[config.mk]
export PLATFORM = sky130hd
export DESIGN_NAME = pipeline_control_flat
export DESIGN_NICKNAME = d
export VERILOG_FILES = /design/src/rtl/pipeline_control_pkg.sv /design/src/rtl/pipeline_control_if.sv /design/src/rtl/pipeline_control_load_use_detector.sv /design/src/rtl/pipeline_control.sv /design/src/flat_wrapper.sv
export SDC_FILE = /design/constraint.sdc
export NUM_CORES = 1
export LEC_CHECK = 0
export CORE_ASPECT_RATIO = 0.9
export CORE_MARGIN = 5
export CORE_UTILIZATION = 24
export CTS_CLUSTER_DIAMETER = 40
export CTS_CLUSTER_SIZE = 24
export DETAILED_ROUTE_END_ITERATION = 10
export PLACE_DENSITY = 0.76
export SLEW_MARGIN = 15
export SYNTH_ARGS = -nofsm -noshare
export SYNTH_HDL_FRONTEND = slang
export SYNTH_SLANG_ARGS = --single-unit
export TNS_END_PERCENT = 50
[constraint.sdc]
create_clock -name i_clk -period 1.3 [get_ports i_clk]
set_input_delay 0.13 -clock i_clk [delete_from_list [all_inputs] [get_ports i_clk]]
set_output_delay 0.13 -clock i_clk [all_outputs]
set_load 0.05 [all_outputs]
[src/rtl/pipeline_control_pkg.sv]
// Shared types and defaults for the pipeline sequencing controller.
// State encodings are fixed so they stay stable for debug visibility.
package pipeline_control_pkg;

  localparam int DEFAULT_PIPELINE_CONTROL_COUNTER_SIZE = 16;

  typedef enum logic [1:0] {
    RUN    = 2'b00,
    DRAIN  = 2'b01,
    HALTED = 2'b10
  } pc_state_e;

endpackage

[src/rtl/pipeline_control_if.sv]
// Hazard/debug inputs and stage-enable outputs of the pipeline controller.
// master drives the ID/EX/WB status and debug commands; slave is the controller.
interface pipeline_control_if #(
  parameter int COUNTER_SIZE = 16
);

  logic                    i_enable;
  logic                    i_step;
  logic [4:0]              i_id_rs;
  logic [4:0]              i_id_rt;
  logic [4:0]              i_ex_rt;
  logic                    i_ex_mem_rd;
  logic                    i_id_jump_taken;
  logic                    i_id_halt;
  logic                    i_wb_halt;

  logic                    o_pipeline_en;
  logic                    o_pc_write;
  logic                    o_if_id_write;
  logic                    o_if_id_flush;
  logic                    o_id_ex_bubble;
  logic                    o_halted;
  logic [COUNTER_SIZE-1:0] o_stall_count;
  logic [COUNTER_SIZE-1:0] o_flush_count;
  logic [COUNTER_SIZE-1:0] o_cycle_count;

  modport master (
    output i_enable, i_step, i_id_rs, i_id_rt, i_ex_rt, i_ex_mem_rd,
           i_id_jump_taken, i_id_halt, i_wb_halt,
    input  o_pipeline_en, o_pc_write, o_if_id_write, o_if_id_flush,
           o_id_ex_bubble, o_halted, o_stall_count, o_flush_count, o_cycle_count
  );

  modport slave (
    input  i_enable, i_step, i_id_rs, i_id_rt, i_ex_rt, i_ex_mem_rd,
           i_id_jump_taken, i_id_halt, i_wb_halt,
    output o_pipeline_en, o_pc_write, o_if_id_write, o_if_id_flush,
           o_id_ex_bubble, o_halted, o_stall_count, o_flush_count, o_cycle_count
  );

endinterface

[src/rtl/pipeline_control_load_use_detector.sv]
// Flags a load in EX whose destination feeds the instruction in ID;
// forwarding cannot cover this, so one stall cycle is needed. r0 never hazards.
module load_use_detector (
  input  logic [4:0] id_rs,
  input  logic [4:0] id_rt,
  input  logic [4:0] ex_rt,
  input  logic       ex_mem_rd,
  output logic       lu
);

  assign lu = ex_mem_rd && (ex_rt != 5'd0) && ((ex_rt == id_rs) || (ex_rt == id_rt));

endmodule

[src/rtl/pipeline_control.sv]
// Advance/stall/flush sequencing for the five-stage pipeline, incl. halt drain.
// Optional performance counters: define PIPELINE_CONTROL_PERF_COUNTERS_EN.
//
// state  | meaning
// RUN    | normal execution
// DRAIN  | HALT accepted, fetch stopped while the pipeline empties
// HALTED | terminal, left only by reset
module pipeline_control
  import pipeline_control_pkg::*;
#(
  parameter int COUNTER_SIZE = DEFAULT_PIPELINE_CONTROL_COUNTER_SIZE
) (
  input  logic               i_clk,
  input  logic               i_reset,
  pipeline_control_if.slave  ctl
);

  pc_state_e state_q, state_d;
  logic      lu;
  logic      adv;

  load_use_detector u_load_use_detector (
    .id_rs     (ctl.i_id_rs),
    .id_rt     (ctl.i_id_rt),
    .ex_rt     (ctl.i_ex_rt),
    .ex_mem_rd (ctl.i_ex_mem_rd),
    .lu        (lu)
  );

  // Reset is folded in here so every control output reads 0 while it is held.
  assign adv = !i_reset && (state_q != HALTED) && (ctl.i_enable || ctl.i_step);

  always_ff @(posedge i_clk) begin
    if (i_reset) state_q <= RUN;
    else         state_q <= state_d;
  end

  always_comb begin
    state_d            = state_q;
    ctl.o_pipeline_en  = adv;
    ctl.o_pc_write     = 1'b0;
    ctl.o_if_id_write  = 1'b0;
    ctl.o_if_id_flush  = 1'b0;
    ctl.o_id_ex_bubble = 1'b0;
    ctl.o_halted       = !i_reset && (state_q == HALTED);
    if (adv) begin
      case (state_q)
        RUN: begin
          if (lu) begin
            ctl.o_id_ex_bubble = 1'b1;
          end else if (ctl.i_id_halt) begin
            ctl.o_if_id_flush = 1'b1;
            state_d           = DRAIN;
          end else if (ctl.i_id_jump_taken) begin
            ctl.o_pc_write    = 1'b1;
            ctl.o_if_id_flush = 1'b1;
          end else begin
            ctl.o_pc_write    = 1'b1;
            ctl.o_if_id_write = 1'b1;
          end
        end
        DRAIN: begin
          ctl.o_if_id_flush = 1'b1;
          if (ctl.i_wb_halt) state_d = HALTED;
        end
        default: ;
      endcase
    end
  end

`ifdef PIPELINE_CONTROL_PERF_COUNTERS_EN
  localparam logic [COUNTER_SIZE-1:0] CNT_ONE = {{(COUNTER_SIZE-1){1'b0}}, 1'b1};

  logic [COUNTER_SIZE-1:0] stall_q, flush_q, cycle_q;
  logic                    stall_inc, flush_inc, cycle_inc;

  // Halt-drain flushes are deliberately not counted as jump flushes.
  assign stall_inc = adv && (state_q == RUN) && lu;
  assign flush_inc = adv && (state_q == RUN) && !lu && !ctl.i_id_halt && ctl.i_id_jump_taken;
  assign cycle_inc = adv && ((state_q == RUN) || (state_q == DRAIN));

  always_ff @(posedge i_clk) begin
    if (i_reset) begin
      stall_q <= '0;
      flush_q <= '0;
      cycle_q <= '0;
    end else begin
      if (stall_inc && (stall_q != '1)) stall_q <= stall_q + CNT_ONE;
      if (flush_inc && (flush_q != '1)) flush_q <= flush_q + CNT_ONE;
      if (cycle_inc && (cycle_q != '1)) cycle_q <= cycle_q + CNT_ONE;
    end
  end

  assign ctl.o_stall_count = i_reset ? '0 : stall_q;
  assign ctl.o_flush_count = i_reset ? '0 : flush_q;
  assign ctl.o_cycle_count = i_reset ? '0 : cycle_q;
`else
  assign ctl.o_stall_count = '0;
  assign ctl.o_flush_count = '0;
  assign ctl.o_cycle_count = '0;
`endif

endmodule

[src/flat_wrapper.sv]
// flat-port wrapper written by rule: the top's interface ports become plain ports
module pipeline_control_flat import pipeline_control_pkg::*;
#(
  parameter int COUNTER_SIZE = DEFAULT_PIPELINE_CONTROL_COUNTER_SIZE
)
  (i_clk, i_reset, ctl_i_enable, ctl_i_step, ctl_i_id_rs, ctl_i_id_rt, ctl_i_ex_rt, ctl_i_ex_mem_rd, ctl_i_id_jump_taken, ctl_i_id_halt, ctl_i_wb_halt, ctl_o_pipeline_en, ctl_o_pc_write, ctl_o_if_id_write, ctl_o_if_id_flush, ctl_o_id_ex_bubble, ctl_o_halted, ctl_o_stall_count, ctl_o_flush_count, ctl_o_cycle_count);
  pipeline_control_if #(.COUNTER_SIZE(COUNTER_SIZE)) ctl_i ();
  input  logic i_clk;
  input  logic i_reset;
  input wire logic [$bits(ctl_i.i_enable)-1:0] ctl_i_enable;
  input wire logic [$bits(ctl_i.i_step)-1:0] ctl_i_step;
  input wire logic [$bits(ctl_i.i_id_rs)-1:0] ctl_i_id_rs;
  input wire logic [$bits(ctl_i.i_id_rt)-1:0] ctl_i_id_rt;
  input wire logic [$bits(ctl_i.i_ex_rt)-1:0] ctl_i_ex_rt;
  input wire logic [$bits(ctl_i.i_ex_mem_rd)-1:0] ctl_i_ex_mem_rd;
  input wire logic [$bits(ctl_i.i_id_jump_taken)-1:0] ctl_i_id_jump_taken;
  input wire logic [$bits(ctl_i.i_id_halt)-1:0] ctl_i_id_halt;
  input wire logic [$bits(ctl_i.i_wb_halt)-1:0] ctl_i_wb_halt;
  output wire logic [$bits(ctl_i.o_pipeline_en)-1:0] ctl_o_pipeline_en;
  output wire logic [$bits(ctl_i.o_pc_write)-1:0] ctl_o_pc_write;
  output wire logic [$bits(ctl_i.o_if_id_write)-1:0] ctl_o_if_id_write;
  output wire logic [$bits(ctl_i.o_if_id_flush)-1:0] ctl_o_if_id_flush;
  output wire logic [$bits(ctl_i.o_id_ex_bubble)-1:0] ctl_o_id_ex_bubble;
  output wire logic [$bits(ctl_i.o_halted)-1:0] ctl_o_halted;
  output wire logic [$bits(ctl_i.o_stall_count)-1:0] ctl_o_stall_count;
  output wire logic [$bits(ctl_i.o_flush_count)-1:0] ctl_o_flush_count;
  output wire logic [$bits(ctl_i.o_cycle_count)-1:0] ctl_o_cycle_count;
  assign ctl_i.i_enable = ctl_i_enable;
  assign ctl_i.i_step = ctl_i_step;
  assign ctl_i.i_id_rs = ctl_i_id_rs;
  assign ctl_i.i_id_rt = ctl_i_id_rt;
  assign ctl_i.i_ex_rt = ctl_i_ex_rt;
  assign ctl_i.i_ex_mem_rd = ctl_i_ex_mem_rd;
  assign ctl_i.i_id_jump_taken = ctl_i_id_jump_taken;
  assign ctl_i.i_id_halt = ctl_i_id_halt;
  assign ctl_i.i_wb_halt = ctl_i_wb_halt;
  assign ctl_o_pipeline_en = ctl_i.o_pipeline_en;
  assign ctl_o_pc_write = ctl_i.o_pc_write;
  assign ctl_o_if_id_write = ctl_i.o_if_id_write;
  assign ctl_o_if_id_flush = ctl_i.o_if_id_flush;
  assign ctl_o_id_ex_bubble = ctl_i.o_id_ex_bubble;
  assign ctl_o_halted = ctl_i.o_halted;
  assign ctl_o_stall_count = ctl_i.o_stall_count;
  assign ctl_o_flush_count = ctl_i.o_flush_count;
  assign ctl_o_cycle_count = ctl_i.o_cycle_count;
  pipeline_control #(.COUNTER_SIZE(COUNTER_SIZE)) u_core (.i_clk(i_clk), .i_reset(i_reset), .ctl(ctl_i));
endmodule
# Word-level counts from Yosys, hierarchy flattened
# Index checks and enable logic that the tools add are counted.
[classes] eq_ne=8 n_mux=21 reduce_logical=12
[ops] op="1-bit 2-to-1 mux" count=16
[ops] op="5-bit equality test" count=2
[ops] op="2-bit != test (second input constant)" count=4
[ops] op="2-bit 2-to-1 mux" count=3
[ops] op="1-bit logical AND" count=5
[ops] op="5-bit AND reduction" count=1
[ops] op="5-bit nonzero test" count=1
[ops] op="2-bit one-hot mux with 2 select lines" count=1
[ops] op="2-bit by 1-bit equality test with 1-bit output (second input constant)" count=1
[ops] op="2-bit equality test (second input constant)" count=1
[ops] op="2-bit zero test" count=1
[ops] op="1-bit logical OR" count=2
[ops] op="1-bit one-hot mux with 2 select lines" count=1
[ops] op="2-bit nonzero test" count=1
[ops] op="1-bit zero test" count=1
[word_totals] inputBits=23 register_bits=2 out_inout_bits=54 elab_cells=42

# Depth between registers and ports, before layout
[depth] word_depth=6 mapped_depth=4 mapped_depth_nobuf=4

# Cells and area by module
# Synthesis repeated with hierarchy kept, for this count alone.
[unflattened] hier_cells=86 hier_area_um2=648.1
[by_module_without_submodules] module="pipeline_control" n_inst=1 area_each_um2=523.0 seq_area_each_um2=40.0 cells_each=69
[by_module_without_submodules] module="load_use_detector" n_inst=1 area_each_um2=125.1 seq_area_each_um2=0.0 cells_each=17

# Least setup slack after synthesis
# OpenSTA, ideal clock, no wires.
[synth_path] path_kind="input port to output port" start="input port ctl_i_ex_rt[1]" end="output port ctl_o_pc_write" t_arrival_ns=2.077 path_stages=3 slack_ns=-0.907 n_path_buf=0 required_time_ns=1.170 path_cell_list="or4_4 -> o21a_1 -> a211oi_1"
[synth_via] elab_chain_cells=6 elab_cells_between_ends=9 cone_classes="eq/ne (2); mux (3); reduce/logical (4)"
[synth_lines] element="start, declared" line_no="flat_wrapper.sv:14" source="input wire logic [$bits(ctl_i.i_ex_rt)-1:0] ctl_i_ex_rt;"
[synth_lines] element="5-bit equality test or 5-bit nonzero test (tied branches)" line_no="pipeline_control_load_use_detector.sv:11" source="assign lu = ex_mem_rd && (ex_rt != 5'd0) && ((ex_rt == id_rs) || (ex_rt == id_rt));"
[synth_lines] element="1-bit logical OR or 1-bit logical AND (tied branches)" line_no="pipeline_control_load_use_detector.sv:11"
[synth_lines] element="1-bit logical AND *" line_no="pipeline_control_load_use_detector.sv:11"
[synth_lines] element="1-bit 2-to-1 mux *" line_no="pipeline_control.sv:49" source="if (lu) begin"
[synth_lines] element="1-bit 2-to-1 mux *" line_no="pipeline_control.sv:47" source="case (state_q)"
[synth_lines] element="1-bit 2-to-1 mux *" line_no="pipeline_control.sv:46" source="if (adv) begin"
[synth_lines] element="end, declared" line_no="flat_wrapper.sv:20" source="output wire logic [$bits(ctl_i.o_pc_write)-1:0] ctl_o_pc_write;"
# Every way passes the cells marked *; elsewhere a longest branch is shown, timed or not.

# Final worst setup path
[layout_path] start="input port ctl_i_ex_rt[2]" end="output port ctl_o_pc_write"
# The elaborated chain is that of the path after synthesis.

==> results.json <==
{
  "r2r_start": "u_core.state_q[1]$_SDFFE_PP0P_",
  "ys_ff_latch": 2,
  "powerDensity_nw_per_um2": 753,
  "start_kind": "input port",
  "dpl_worst_slack_ns": -0.711,
  "core_um2": 2700,
  "period_minus_slack_ns": 1.67,
  "cp-startpoint": "ctl_i_ex_rt[2]",
  "post-route-util_pct": 40.6,
  "setup-violations-final": 4,
  "largest_reg_flops": 2,
  "status": "finished, violations left",
  "placedCellCount": 161,
  "drt-initial-drc-count": 6,
  "synth_edf_count": 0,
  "drive_above_1_share_pct": 30.9,
  "synth_top_area_cell": "buf_4",
  "reg2reg_to": "u_core.state_q[0]$_SDFFE_PP0P_",
  "ctsRootBufferMaster": "clkbuf_4",
  "p_leak_nw": 0.517,
  "fillCellCount": 288,
  "synthToLayoutAreaGrowth_pct": 64.0,
  "diodes": 0,
  "slew_viol_final": 0,
  "top_register": "u_core.state_q",
  "yosys-top-cells-count": "48 x buf_4, 10 x xnor2_1, 4 x inv_1",
  "gp_congestion": 0.785,
  "h-tree-depth": 1,
  "yosys_most_used_dff": "dfxtp_1",
  "critPathRequiredTime_ns": 1.17,
  "grt_pass1_wl_mm": 2.37,
  "vias": 609,
  "drc": 0,
  "rrSetupSlack_ns": 0.25,
  "violations": "setup timing",
  "synth.most_common_cell": "buf_4",
  "gr-total-overflow": 0,
  "track_usage_pct": 7.79,
  "reg_top3": "u_core.state_q x2",
  "ys_top_cells_by_area": "buf_4 54%, xnor2_1 13%, dfxtp_1 6.0%, a21oi_1 2.2%, nor3_1 2.2%",
  "instances_no_fill": 166,
  "hold_violations": 0,
  "design_area_um2": 1100,
  "synth_top_area_share_pct": 53.9,
  "whs_ns": 0.303,
  "antenna_left": 0,
  "synth_area_um2": 668,
  "max-clock-path-buffers": 2,
  "grt_max_degree": 7,
  "syn_inst": 90,
  "yosysWarnings": 0,
  "synthArstFlopShare_pct": 0,
  "antenna_found_initial": 0,
  "initial_utilization_pct": 24.7,
  "portBuffers": 28,
  "vias_per_cell": 3.67,
  "die-width_um": 65.6,
  "tns_ns": -1.28,
  "path_class": "in2out",
  "hold_class": "in2reg",
  "num_rows": 18,
  "critPathArrivalTime_ns": 1.54,
  "power_uw": 826,
  "maxCapViolCount": 0,
  "syn_area_per_cell_um2": 7.42,
  "finalCritPeriodShare_pct": 129,
  "worstRegToRegCells": 4,
  "ir_worst_vdd_mv": 0.209,
  "die-area_um2": 3940,
  "final_nets": 161,
  "whs_path_depth": 3,
  "grt_pass1_vias": 594,
  "rsz0062_at_grt": "yes",
  "setup_ws_ns": -0.373,
  "place_hpwl_mm": 1.45,
  "cts_tree": "built",
  "synth-seq-area-share_pct": 5.99,
  "path_clk_slew_ns": 0.03,
  "endpoint_kind": "output pin",
  "hold_start": "i_reset",
  "routedWlPerCell_um": 9.96,
  "timing.fmax_mhz": 598,
  "cts_buffers": 3,
  "worst-path-max-fanout": 3,
  "clock_sinks": 2,
  "skew_ns": 0.00510,
  "clock_latency_ns": 0.23,
  "synth_cell_types": 22,
  "dr.pass1.iters": 4,
  "die_h_um": 60.1,
  "wirelength_mm": 1.65,
  "place_area_um2": 1030,
  "endpoint": "ctl_o_pc_write",
  "ios": 77
}
-- layout by cell type, fill, tap and decap left out, types with 2 or more instances in the layout --
master	netlist	layout
a21oi_1	3	2
buf_4	48	13
nand3_1	2	2
dfxtp_2	0	2
xnor2_1	10	10
clkbuf_4	0	3
buf_2	0	3
clkdlybuf4s15_1	0	3
buf_12	0	6
nand2_1	3	3
inv_1	4	4
buf_6	0	4
clkdlybuf4s50_1	0	4
dlygate4sd2_1	0	11
conb_1	1	48
nor3_1	3	2
-- layout make-up --
class	count	area, um2	area share (%)
multi-input cells	83	534	48.7
repair buffers	44	444	40.5
flip-flops and latches	2	42.5	3.88
well taps	30	37.5	3.42
clock buffers	3	22.5	2.05
inverters	4	15.0	1.37
-- logic make-up (layout without fill, tap and decap cells) --
group | after synthesis | in the layout | share of synthesized area, %
flops | 2 | 2 | 5.99
buf+inv | 52 | 51 | 56.2
xor+xnor | 10 | 10 | 13.1
other cells | 1 | 48 | 0.561
simple gates | 12 | 12 | 10.1
compound gates | 13 | 13 | 14.0
-- repair_timing --
| action | in CTS | in global routing |
|---|---|---|
| hold buffers | 0 | 0 |
| setup buffers | 2 | 0 |
| gates cloned | 0 | 0 |
| hold endpoints to repair | 0 | 0 |
| setup endpoints to repair | 7 | 6 |
| gates resized for setup | 41 | 3 |
| pin swaps | 19 | 2 |
-- worst max-delay path, cell delays in order --
cell and delay (ns):
buf_6 0.09, or4_4 0.53, o21a_4 0.25, buf_4 0.14, a211oi_4 0.23, buf_12 0.17
-- worst min-delay path by stage --
stage	to	slack, ns
final	u_core.state_q[1]$_SDFFE_PP0P_	0.30
after global routing	u_core.state_q[1]$_SDFFE_PP0P_	0.33
after CTS	u_core.state_q[1]$_SDFFE_PP0P_	0.28
after detailed placement	u_core.state_q[1]$_SDFFE_PP0P_	0.60
after floorplan	u_core.state_q[1]$_SDFFE_PP0P_	0.19
after global placement	u_core.state_q[1]$_SDFFE_PP0P_	0.60
-- power by group --
group / switching [mW] / internal [mW] / total, mW
combinational: 0.446 / 0.171 / 0.617
clock: 0.0377 / 0.102 / 0.140
sequential: 0.00203 / 0.0663 / 0.0683
-- per-layer routing --
layer | part of all wire [%] | track usage (%) | vias to the layer above | routed length, um
li1 | - | - | 297 | -
met1 | 33 | 7.84 | 272 | 549
met2 | 53 | 14.3 | 40 | 883
met3 | 13 | 3.01 | 0 | 221
met4 | 0 | 3.55 | 0 | 0
met5 | 0 | 0 | - | 0
Power figures use the tool's default switching activity.
